`config.mk`:
```
export PLATFORM = sky130hd
export DESIGN_NAME = vga_timing_gen
export DESIGN_NICKNAME = d
export VERILOG_FILES = /design/src/rtl/vga_timing_gen.sv
export SDC_FILE = /design/constraint.sdc
export NUM_CORES = 1
export LEC_CHECK = 0
export CORE_ASPECT_RATIO = 1.75
export CORE_MARGIN = 2
export CORE_UTILIZATION = 40
export DETAILED_ROUTE_END_ITERATION = 16
export SLEW_MARGIN = 20
export SYNTH_ARGS = -nofsm -noshare
export SYNTH_HDL_FRONTEND = slang
export SYNTH_SLANG_ARGS = --single-unit
```
`constraint.sdc`:
```
create_clock -name clk -period 1.8 [get_ports clk]
set_input_delay 0.36 -clock clk [delete_from_list [all_inputs] [get_ports clk]]
set_output_delay 0.36 -clock clk [all_outputs]
set_load 0.02 [all_outputs]
```
`src/rtl/vga_timing_gen.sv`:
```
// Parametrised raster timing generator: sync/DE with selectable polarity,
// active-area coordinates, line/frame strobes and an optional sync/DE delay line.
module vga_timing_gen #(
  parameter int CW       = 11,
  parameter int H_ACTIVE = 640,
  parameter int H_FP     = 16,
  parameter int H_SYNC   = 96,
  parameter int H_BP     = 48,
  parameter int V_ACTIVE = 480,
  parameter int V_FP     = 10,
  parameter int V_SYNC   = 2,
  parameter int V_BP     = 33,
  parameter int HS_POL   = 0,
  parameter int VS_POL   = 0,
  parameter int LAT      = 0
) (
  input  logic          clk,
  input  logic          rst,
  input  logic          ce,
  output logic          hsync,
  output logic          vsync,
  output logic          de,
  output logic [CW-1:0] x,
  output logic [CW-1:0] y,
  output logic          line_start,
  output logic          frame_start
);

  localparam int H_TOTAL = H_SYNC + H_BP + H_ACTIVE + H_FP;
  localparam int V_TOTAL = V_SYNC + V_BP + V_ACTIVE + V_FP;

  localparam logic [CW-1:0] H_LAST    = CW'(H_TOTAL - 1);
  localparam logic [CW-1:0] V_LAST    = CW'(V_TOTAL - 1);
  localparam logic [CW-1:0] H_SYNC_E  = CW'(H_SYNC);
  localparam logic [CW-1:0] V_SYNC_E  = CW'(V_SYNC);
  localparam logic [CW-1:0] H_ACT_S   = CW'(H_SYNC + H_BP);
  localparam logic [CW-1:0] H_ACT_E   = CW'(H_SYNC + H_BP + H_ACTIVE);
  localparam logic [CW-1:0] V_ACT_S   = CW'(V_SYNC + V_BP);
  localparam logic [CW-1:0] V_ACT_E   = CW'(V_SYNC + V_BP + V_ACTIVE);

  logic [CW-1:0] h_cnt_q, h_cnt_d;
  logic [CW-1:0] v_cnt_q, v_cnt_d;
  logic          hs_q, hs_d;
  logic          vs_q, vs_d;
  logic          de_q, de_d;
  logic [CW-1:0] x_q, x_d;
  logic [CW-1:0] y_q, y_d;
  logic          line_start_q, frame_start_q;
  logic          h_act, v_act;

  always_comb begin
    h_cnt_d = h_cnt_q;
    v_cnt_d = v_cnt_q;
    if (ce) begin
      if (h_cnt_q == H_LAST) begin
        h_cnt_d = '0;
        v_cnt_d = (v_cnt_q == V_LAST) ? '0 : v_cnt_q + 1'b1;
      end else begin
        h_cnt_d = h_cnt_q + 1'b1;
      end
    end
  end

  // Decode works on the counter values being sampled, not the incremented ones.
  always_comb begin
    h_act = (h_cnt_q >= H_ACT_S) && (h_cnt_q < H_ACT_E);
    v_act = (v_cnt_q >= V_ACT_S) && (v_cnt_q < V_ACT_E);
    hs_d  = ce ? (h_cnt_q < H_SYNC_E) : hs_q;
    vs_d  = ce ? (v_cnt_q < V_SYNC_E) : vs_q;
    de_d  = ce ? (h_act && v_act)     : de_q;
    x_d   = x_q;
    y_d   = y_q;
    if (ce) begin
      x_d = h_act ? h_cnt_q - H_ACT_S : '0;
      y_d = v_act ? v_cnt_q - V_ACT_S : '0;
    end
  end

  // NOTE: sequential state uses non-blocking assignments so every register
  // samples the pre-edge values of its neighbours.
  always_ff @(posedge clk or posedge rst) begin
    if (rst) begin
      h_cnt_q       <= '0;
      v_cnt_q       <= '0;
      hs_q          <= 1'b0;
      vs_q          <= 1'b0;
      de_q          <= 1'b0;
      x_q           <= '0;
      y_q           <= '0;
      line_start_q  <= 1'b0;
      frame_start_q <= 1'b0;
    end else begin
      h_cnt_q       <= h_cnt_d;
      v_cnt_q       <= v_cnt_d;
      hs_q          <= hs_d;
      vs_q          <= vs_d;
      de_q          <= de_d;
      x_q           <= x_d;
      y_q           <= y_d;
      // Strobes are reloaded every clk so they drop after one clk even when ce stalls.
      line_start_q  <= ce && (h_cnt_q == '0);
      frame_start_q <= ce && (h_cnt_q == '0) && (v_cnt_q == '0);
    end
  end

  logic hs_dly, vs_dly, de_dly;

  if (LAT == 0) begin : g_no_dly
    assign hs_dly = hs_q;
    assign vs_dly = vs_q;
    assign de_dly = de_q;
  end else begin : g_dly
    logic [2:0] dly_q [LAT];

    // NOTE: the delay line is reset to inactive values so no stale sync or DE
    // leaks out during the first LAT pixels after reset.
    always_ff @(posedge clk or posedge rst) begin
      if (rst) begin
        for (int i = 0; i < LAT; i++) dly_q[i] <= 3'b000;
      end else if (ce) begin
        dly_q[0] <= {hs_q, vs_q, de_q};
        for (int i = 1; i < LAT; i++) dly_q[i] <= dly_q[i-1];
      end
    end

    assign {hs_dly, vs_dly, de_dly} = dly_q[LAT-1];
  end

  assign hsync       = (HS_POL != 0) ? hs_dly : ~hs_dly;
  assign vsync       = (VS_POL != 0) ? vs_dly : ~vs_dly;
  assign de          = de_dly;
  assign x           = x_q;
  assign y           = y_q;
  assign line_start  = line_start_q;
  assign frame_start = frame_start_q;

endmodule
```
==> qor.csv, run 1 <==
metric,value,unit
non-filler instance count after layout,418,
syn nets,278,
maximum vdd drop,0.000427,V
critical path endpoint category,flop,
first-pass GRT wire length,10800,um
DRC Markers,0,
global-route usage over all layers,0.201,
initial antenna violation count,0,
mux share of post-synthesis cell area,0.00387,
"CTS clk-pin slew, worst paths",90,ps
clk sink count,49,
Post-Synth Simple-Gate Area,0.200,
Syn. warnings,0,
# hold bufs at CTS,0,
DRT antenna net count,0,
Initial Util,0.415,
HP Class,input port to asynchronous set/reset pin,
CTS tree,yes,
die height,110,um
post-route core utilization,0.568,
CTS root buf,clkbuf_8,
overall power,2.50,mW
CTS Buffer Depth,2,
crit path kind,flop to flop,
final worst clock skew,6.55,ps
setup_tns,0,ps
main combinational cell family by area after synthesis,simple AND/OR/NAND/NOR gates,
Inst Count DP,405,
clock insertion delay at the later pin of the skew report,310,ps
number of flops mapped to enable cells by yosys,0,
die area,7140,um2
Fillers,557,
static leakage,1.62,nW
routed vias,2196,
"commonest non-fill, non-tap cell in the layout",buf_4,
Hold Fails Final Rpt,0,
"Seq/Total Area, Yosys",0.475,
number of synthesized register bits,49,
Least-Margin Pin Slew,422,ps
port bufs,29,
# H-tree levels,2,
ys flop type,dfrtp_1,
count of final setup violators,0,
Final min period,1790,ps
CP arrival,1990,ps
most frequent cells in the layout,"buf_4 (52), dfrtp_1 (45), nand2_1 (39), clkdlybuf4s50_1 (29)",
"Distinct cells, synth",46,
Power Density,707,nW/um2
# rows,38,
critical path startpoint category,flop,
vias in the first global route,2214,
area grow syn2layout,37.0,%
GP Congestion,0.933,
adder and majority gate portion of the synthesized area,0.0339,
final worst slack,10.2,ps
per-cell routed wire length,16.1,um
Initial DRC Count,106,
f_max,559,MHz
compound-cell area share of the yosys netlist,0.153,
cts bufs inserted,5,
antenna fix cells,0,
Synth Instances,268,
crit share post-route,0.994,
max-cap viol count,0,
CP max FO,7,
Slew Limit Fails,0,
share of cells above drive strength 1,0.269,
final net count,347,
largest net degree at the start of global routing,50,
async set or reset register ratio after synthesis,1.00,
core area,6230,um2
Detailed Place HPWL,4920,um
area of the multi-input gates,1340,um2
Max-Slew Margin vs Limit,0.716,
die boundary width,64.8,um
grt total ovfl,0,
total I/O pin count,30,
synthesized cell area,2580,um2
status,"complete, no violations",
Avg Inst Size Synth,9.64,um2
Via density,5.25,
RSZ-0062 raised after global routing,yes,
Post-Synth XOR/XNOR Area,0.0780,
Total Routed Length,6710,um
drt pass-1 iters,4,
Placement Setup Slack,-140,ps
Reg area,1230,um2
WP data required,2000,ps
## stage by stage
step           area [um2]  hold WS [ps]
6_report             3540           382
5_1_grt              3540           456
4_1_cts              3360           401
3_5_place_dp         3270           471
3_3_place_gp         3270           468
2_1_floorplan        2580           446
## power by group
group	switching, mW	total, mW	internal (mW)
clock network	0.388	0.664	0.276
registers	0.0985	1.28	1.18
logic	0.309	0.562	0.253
## Yosys cell counts (6+ instances only)
library cell   n  area (um2)
xnor2_1       14         123
nor2_1        14        52.6
nand3_1       10        50.1
o31ai_1       12        90.1
xor2_1         9        78.8
inv_1         11        41.3
ha_1           7        87.6
o2bb2ai_1     12         105
nor3_1         8        40.0
dfrtp_1       49        1230
buf_2          6        30.0
o21ai_0        9        45.0
clkbuf_1      13        48.8
nand2_1       39         146
## worst max-delay path, stage by stage, from the launching register on
cell,delay [ps]
dfrtp_1,440
a2111o_1,480
o311a_4,330
a31oi_4,180
buf_8,180
o31ai_2,70
## state kept, by name, summed over array words and instances (netlist names)
| signal | flops |
|---|---|
| vs_dly | 1 |
| x | 11 |
| hs_dly | 1 |
| y | 11 |
| de | 1 |
| v_cnt_q | 11 |
| h_cnt_q | 11 |
| frame_start | 1 |
| line_start | 1 |
## final timing paths
kind | cells past startpoint | endpoint | start | slack [ps]
setup / recovery | 5 | y[4] | v_cnt_q[0] | 10
hold / removal | 3 | x[9] | rst | 380
setup reg to reg | 5 | y[4] | v_cnt_q[0] | 10
hold reg to reg | 2 | x[9] | x[9] | 490
max in group asynchronous | 3 | h_cnt_q[1] | rst | 1160
min in group clk | 2 | x[9] | x[9] | 490
## cell type report
class	instances	area share
Timing Repair Buffer	84	0.208
Tap cell	80	0.0283
Clock buffer	7	0.0216
Clock inverter	1	0.00212
Sequential cell	49	0.348
Inverter	12	0.0127
Multi-Input combinational cell	185	0.380
## per-layer routing
metal | global-route usage | vias to the layer above | wire length (um)
li1 | - | 1076 | -
met1 | 0.219 | 1069 | 2600
met2 | 0.356 | 29 | 3680
met3 | 0.0376 | 22 | 131
met4 | 0.120 | 0 | 293
met5 | 0 | - | 0
## logic make-up (layout without fill, tap and decap cells)
family	Yosys count	after routing
xor+xnor	23	23
fa+ha+maj	7	7
compound gates	51	51
flops	49	49
simple gates	103	103
mux	1	1
buf+inv	34	104
## repair_timing
item,4_1_cts,5_1_grt
gates resized for setup,2,29
buffers inserted,0,5
setup endpoints to repair,7,20
pin swaps,0,6
endpoints found under the hold margin,0,0
No activity file was read; power rests on OpenSTA's default activity.
==> run 2, diff against run 1 <==
- CTS_CLUSTER_SIZE: default -> 8
- RECOVER_POWER: default -> 50
==> run 2 against run 1 <==
Effect of this change:
- non-clock buffer count stayed put
- global-route usage stayed put
- clock skew hardly changed
- power is 0.61% lower
- utilization is 0.30 points lower
- via count hardly changed
- die area stayed put
- critical endpoint unchanged
==> qor.csv, run 2 (synthesis gave the netlist of run 1 again) <==
metric,value,unit,change
global-route usage over all layers,0.201,,unchanged
share of cells above drive strength 1,0.260,,was 0.269
clock insertion delay at the later pin of the skew report,310,ps,about the same
area grow syn2layout,36.3,%,was 37.0%
cell chain of the critical path,"a2111o_1, o311a_4, a31oi_4, buf_8, o31ai_2",,unchanged
vias in the first global route,2214,,unchanged
Buf/Inv on CP,1,,unchanged
Crit path max-delay family,compound AO/OA/AOI/OAI gates,,unchanged
worst hold slack,490,ps,was 382 ps
# H-tree levels,2,,unchanged
critical path startpoint category,flop,,unchanged
GP Congestion,0.933,,unchanged
drt pass-1 iters,4,,unchanged
total I/O pin count,30,,unchanged
met2 Use GR,0.356,,unchanged
count of final setup violators,0,,unchanged
Max-Slew Margin vs Limit,0.276,,was 0.716
"CTS clk-pin slew, worst paths",90,ps,about the same
Via density,5.25,,about the same
port bufs,29,,unchanged
per-cell routed wire length,16.1,um,about the same
CTS tree,yes,,unchanged
CTS Buffer Depth,2,,unchanged
CTS root buf,clkbuf_8,,unchanged
Hold Fails Final Rpt,0,,unchanged
core area,6230,um2,unchanged
HP Class,flop to flop,,was input port to asynchronous set/reset pin
max-cap viol count,0,,unchanged
grt met3 use,0.0376,,unchanged
# rows,38,,unchanged
static leakage,1.61,nW,was 1.62 nW
CP arrival,1990,ps,about the same
Detailed Place HPWL,4920,um,unchanged
clk sink count,49,,unchanged
most frequent cells in the layout,"buf_4 (51), dfrtp_1 (45), nand2_1 (39), clkdlybuf4s50_1 (28)",,"was buf_4 (52), dfrtp_1 (45), nand2_1 (39), clkdlybuf4s50_1 (29)"
f_max,559,MHz,about the same
DRC Markers,0,,unchanged
"Most Used Layer, Global Route",met2,,unchanged
first-pass GRT wire length,10800,um,unchanged
die height,110,um,unchanged
die area,7140,um2,unchanged
Worst path slowest cell,a2111o_1,,unchanged
"commonest non-fill, non-tap cell in the layout",buf_4,,unchanged
# hold bufs at CTS,0,,unchanged
Initial DRC Count,106,,unchanged
maximum vdd drop,0.000426,V,was 0.000427 V
post-route core utilization,0.565,,was 0.568
Clock power frac,0.267,,was 0.265
Seq pwr share,0.513,,was 0.510
CP max stage delay,480,ps,about the same
routed vias,2195,,was 2196
largest net degree at the start of global routing,50,,unchanged
Final min period,1790,ps,about the same
RSZ-0062 raised after global routing,yes,,unchanged
Internal,1.69,mW,was 1.71 mW
initial antenna violation count,0,,unchanged
critical path endpoint category,flop,,unchanged
met1 GRT Util,0.219,,unchanged
Initial Util,0.415,,unchanged
final worst clock skew,6.87,ps,was 6.55 ps
DRT antenna net count,0,,unchanged
Slew Limit Fails,0,,unchanged
Least-Margin Pin Slew,1090,ps,was 422 ps
Reg area,1230,um2,unchanged
combinational fraction of design power,0.220,,was 0.225
area of the multi-input gates,1340,um2,unchanged
grt total ovfl,0,,unchanged
antenna fix cells,0,,unchanged
crit share post-route,0.994,,about the same
crit path kind,flop to flop,,unchanged
status,"complete, no violations",,unchanged
final net count,347,,unchanged
WP data required,2000,ps,about the same
Sw Share,0.319,,was 0.318
Total Routed Length,6710,um,about the same
switching pwr,0.794,mW,was 0.795 mW
die boundary width,64.8,um,unchanged
CP max FO,7,,unchanged
Power Density,707,nW/um2,about the same
cts bufs inserted,5,,unchanged
Fillers,561,,was 557
-- run 2: changes by cell type in the layout (fill, tap and decap cells not counted), sizes merged --
cell / change
buf: -1
clkbuf: +1
inv: -1
clkdlybuf4s50: -1
clkinv: +1
dlygate4sd3: +1
-- run 2: through the flow --
| step | instances | total power, mW | worst slack [ps] | area, um2 | setup TNS, ps |
|---|---|---|---|---|---|
| 2_1_floorplan | 268 | 1.58 | 9.55 | 2580 | 0 |
| 3_3_place_gp | 405 | 1.83 | -109 | 3270 | -345 |
| 3_5_place_dp | 405 | 1.84 | -140 | 3270 | -496 |
| 4_1_cts | 413 | 2.50 | 0.195 | 3360 | 0 |
| 5_1_grt | 418 | 2.62 | -36.7 | 3520 | -219 |
| 6_report | 418 | 2.49 | 10.2 | 3520 | 0 |
-- run 2: final timing paths --
check	slack, ps	start	depth (start not counted)	end
min in group asynchronous	690	rst	3	x[9]
worst min register to register	490	x[9]	2	x[9]
max in group asynchronous	360	rst	3	h_cnt_q[1]
worst max-delay path	10	v_cnt_q[0]	5	y[4]
worst max register to register	10	v_cnt_q[0]	5	y[4]
worst min-delay path	490	x[9]	2	x[9]
-- run 2: power by group through the flow --
| stage | clock network [mW] | logic, mW | registers (mW) |
|---|---|---|---|
| after floorplan | 0 | 0.298 | 1.28 |
| after global placement | 0 | 0.542 | 1.29 |
| after detailed placement | 0 | 0.547 | 1.29 |
| after CTS | 0.682 | 0.551 | 1.27 |
| after global routing | 0.716 | 0.612 | 1.29 |
| final | 0.664 | 0.548 | 1.28 |
-- run 2: worst min-delay path, stage by stage, from the launching register on --
cell and delay (ps):
dfrtp_1 360, nand2_1 50, o31ai_1 50
-- run 2: what timing repair did --
item	4_1_cts	5_1_grt
pin swaps	0	6
resized for setup	2	29
hold endpoints to repair	0	0
setup endpoints to repair	7	20
setup buffers	0	5
-- run 2: area by class of cell --
class / instances / area share
clock buffers: 7 / 0.0217
clock inverters: 1 / 0.00213
inverters: 12 / 0.0128
multi-input cells: 185 / 0.382
flip-flops and latches: 49 / 0.350
well taps: 80 / 0.0284
repair buffers: 84 / 0.204
-- run 2: routing by layer --
metal / routed length, um / vias up
met5: 0 / -
met4: 293 / 0
met3: 130 / 22
met2: 3680 / 29
met1: 2610 / 1069
li1: - / 1075
==> run 3, diff against run 2 <==
- CORE_MARGIN: 2 -> default
- CTS_CLUSTER_SIZE: 8 -> default
==> run 3 against run 2 <==
Effect of this change:
- critical endpoint is now y[1]
- cell area fell by 2.9%
- flip-flop and latch count unchanged
- highest routed layer unchanged
- die area is 4.8% lower
- sequential share of layout area is 1.0 points higher
- first-iteration DRC count rose by 2.8%
- fmax grew 0.49%
- combinational power grew 2%
- clock power barely moved
==> qor.csv, run 3 (synthesis gave the netlist of run 1 again) <==
metric,value,unit,change
status,"complete, no violations",,unchanged
CTS root buf,clkbuf_8,,unchanged
"CTS clk-pin slew, worst paths",100,ps,was 90 ps
critical path endpoint category,flop,,unchanged
DRT antenna net count,0,,unchanged
HP Class,flop to flop,,unchanged
drt pass-1 iters,4,,unchanged
static leakage,1.58,nW,was 1.61 nW
share of cells above drive strength 1,0.228,,was 0.260
initial antenna violation count,0,,unchanged
final worst clock skew,10.8,ps,was 6.87 ps
die area,6800,um2,was 7140 um2
CP max FO,7,,unchanged
# hold bufs at CTS,0,,unchanged
Worst path slowest cell,dfrtp_2,,was a2111o_1
CTS Buffer Depth,2,,unchanged
most frequent cells in the layout,"dfrtp_1 (46), buf_4 (43), nand2_1 (39), clkdlybuf4s50_1 (28)",,"was buf_4 (51), dfrtp_1 (45), nand2_1 (39), clkdlybuf4s50_1 (28)"
WP data required,1990,ps,was 2000 ps
FF-to-FF setup slack,20,ps,was 10 ps
Detailed Place HPWL,5030,um,was 4920 um
grt total ovfl,0,,unchanged
setup_tns,0,ps,unchanged
area post-placement,3250,um2,was 3270 um2
Initial Util,0.415,,unchanged
per-cell routed wire length,15.8,um,was 16.1 um
post-route core utilization,0.549,,was 0.565
core area,6230,um2,unchanged
Power Density,733,nW/um2,was 707 nW/um2
port bufs,29,,unchanged
final net count,342,,was 347
max-cap viol count,0,,unchanged
Crit path max-delay family,compound AO/OA/AOI/OAI gates,,unchanged
GP Congestion,0.876,,was 0.933
DRC Markers,0,,unchanged
critical path startpoint category,flop,,unchanged
RSZ-0062 raised after global routing,yes,,unchanged
f_max,561,MHz,was 559 MHz
worst hold slack,493,ps,was 490 ps
Total Routed Length,6540,um,was 6710 um
total I/O pin count,30,,unchanged
maximum vdd drop,0.000381,V,was 0.000426 V
Fillers,576,,was 561
clk sink count,49,,unchanged
vias in the first global route,2265,,was 2214
"commonest non-fill, non-tap cell in the layout",dfrtp_1,,was buf_4
# rows,38,,unchanged
global-route usage over all layers,0.210,,was 0.201
CTS tree,yes,,unchanged
design area,3420,um2,was 3520 um2
# H-tree levels,2,,unchanged
crit share post-route,0.989,,was 0.994
Least-Margin Pin Slew,610,ps,was 1090 ps
count of final setup violators,0,,unchanged
largest net degree at the start of global routing,17,,was 50
antenna fix cells,0,,unchanged
routed vias,2182,,was 2195
Via density,5.28,,was 5.25
crit path kind,flop to flop,,unchanged
Slew Limit Fails,0,,unchanged
cts bufs inserted,5,,unchanged
die boundary width,62.8,um,was 64.8 um
CP max stage delay,470,ps,was 480 ps
cell chain of the critical path,"or3_4, o311a_1, a31oi_2, buf_6, o2bb2ai_1",,"was a2111o_1, o311a_4, a31oi_4, buf_8, o31ai_2"
CP arrival,1970,ps,was 1990 ps
die height,108,um,was 110 um
first-pass GRT wire length,11000,um,was 10800 um
Hold Fails Final Rpt,0,,unchanged
Final min period,1780,ps,was 1790 ps
Max-Slew Margin vs Limit,0.593,,was 0.276
Initial DRC Count,109,,was 106
clock insertion delay at the later pin of the skew report,310,ps,about the same
area grow syn2layout,32.3,%,was 36.3%
Buf/Inv on CP,1,,unchanged
run 3: through the flow:
step                cells  power [mW]  setup WS, ps
floorplan             268        1.58          9.55
global placement      402        1.83         -45.8
detailed placement    402        1.84         -46.3
CTS                   412        2.49          3.73
global route          413        2.64         -33.0
finish                413        2.51          19.0
run 3: worst paths after layout:
path	from	to	cells past startpoint
max reg2reg	v_cnt_q[8]	y[1]	5
max in group asynchronous	rst	y[5]	3
min in group asynchronous	rst	x[8]	2
max	v_cnt_q[8]	y[1]	5
min reg2reg	de	de	2
min	de	de	2
run 3: area by class of cell:
class | instances | area [um2] | share of cell area
Multi-Input combinational cell | 185 | 1280 | 0.375
Tap cell | 80 | 100 | 0.0293
Timing Repair Buffer | 79 | 674 | 0.197
Clock buffer | 6 | 72.6 | 0.0212
Clock inverter | 2 | 15.0 | 0.00439
Inverter | 12 | 45.0 | 0.0132
Sequential cell | 49 | 1230 | 0.360
run 3: timing repair:
item,CTS,global route
pin swaps,2,5
resized for setup,3,16
buffers inserted,2,1
endpoints found under the hold margin,0,0
endpoints found under the setup margin,8,29
run 3: report_power, final:
part | leakage (nW) | switching (mW) | internal [mW]
Clock | 0.0374 | 0.391 | 0.275
Sequential | 0.660 | 0.105 | 1.18
Combinational | 0.884 | 0.309 | 0.249
run 3: worst register-to-register path: cells and delay by family, from the launching register on:
family                 cells  cell delay (ps)
AO/OA/AOI/OAI              3              640
buffers and inverters      1              180
flip-flops                 1              470
AND/OR/NAND/NOR            1              380
run 3: metal layers:
metal	vias to the layer above	routed length (um)	share of wire	global-route usage
met2	25	3730	0.57	0.408
met4	0	118	0.018	0.0714
met3	10	89	0.014	0.0264
met5	-	0	0	0
li1	1070	-	-	-
met1	1077	2600	0.40	0.229
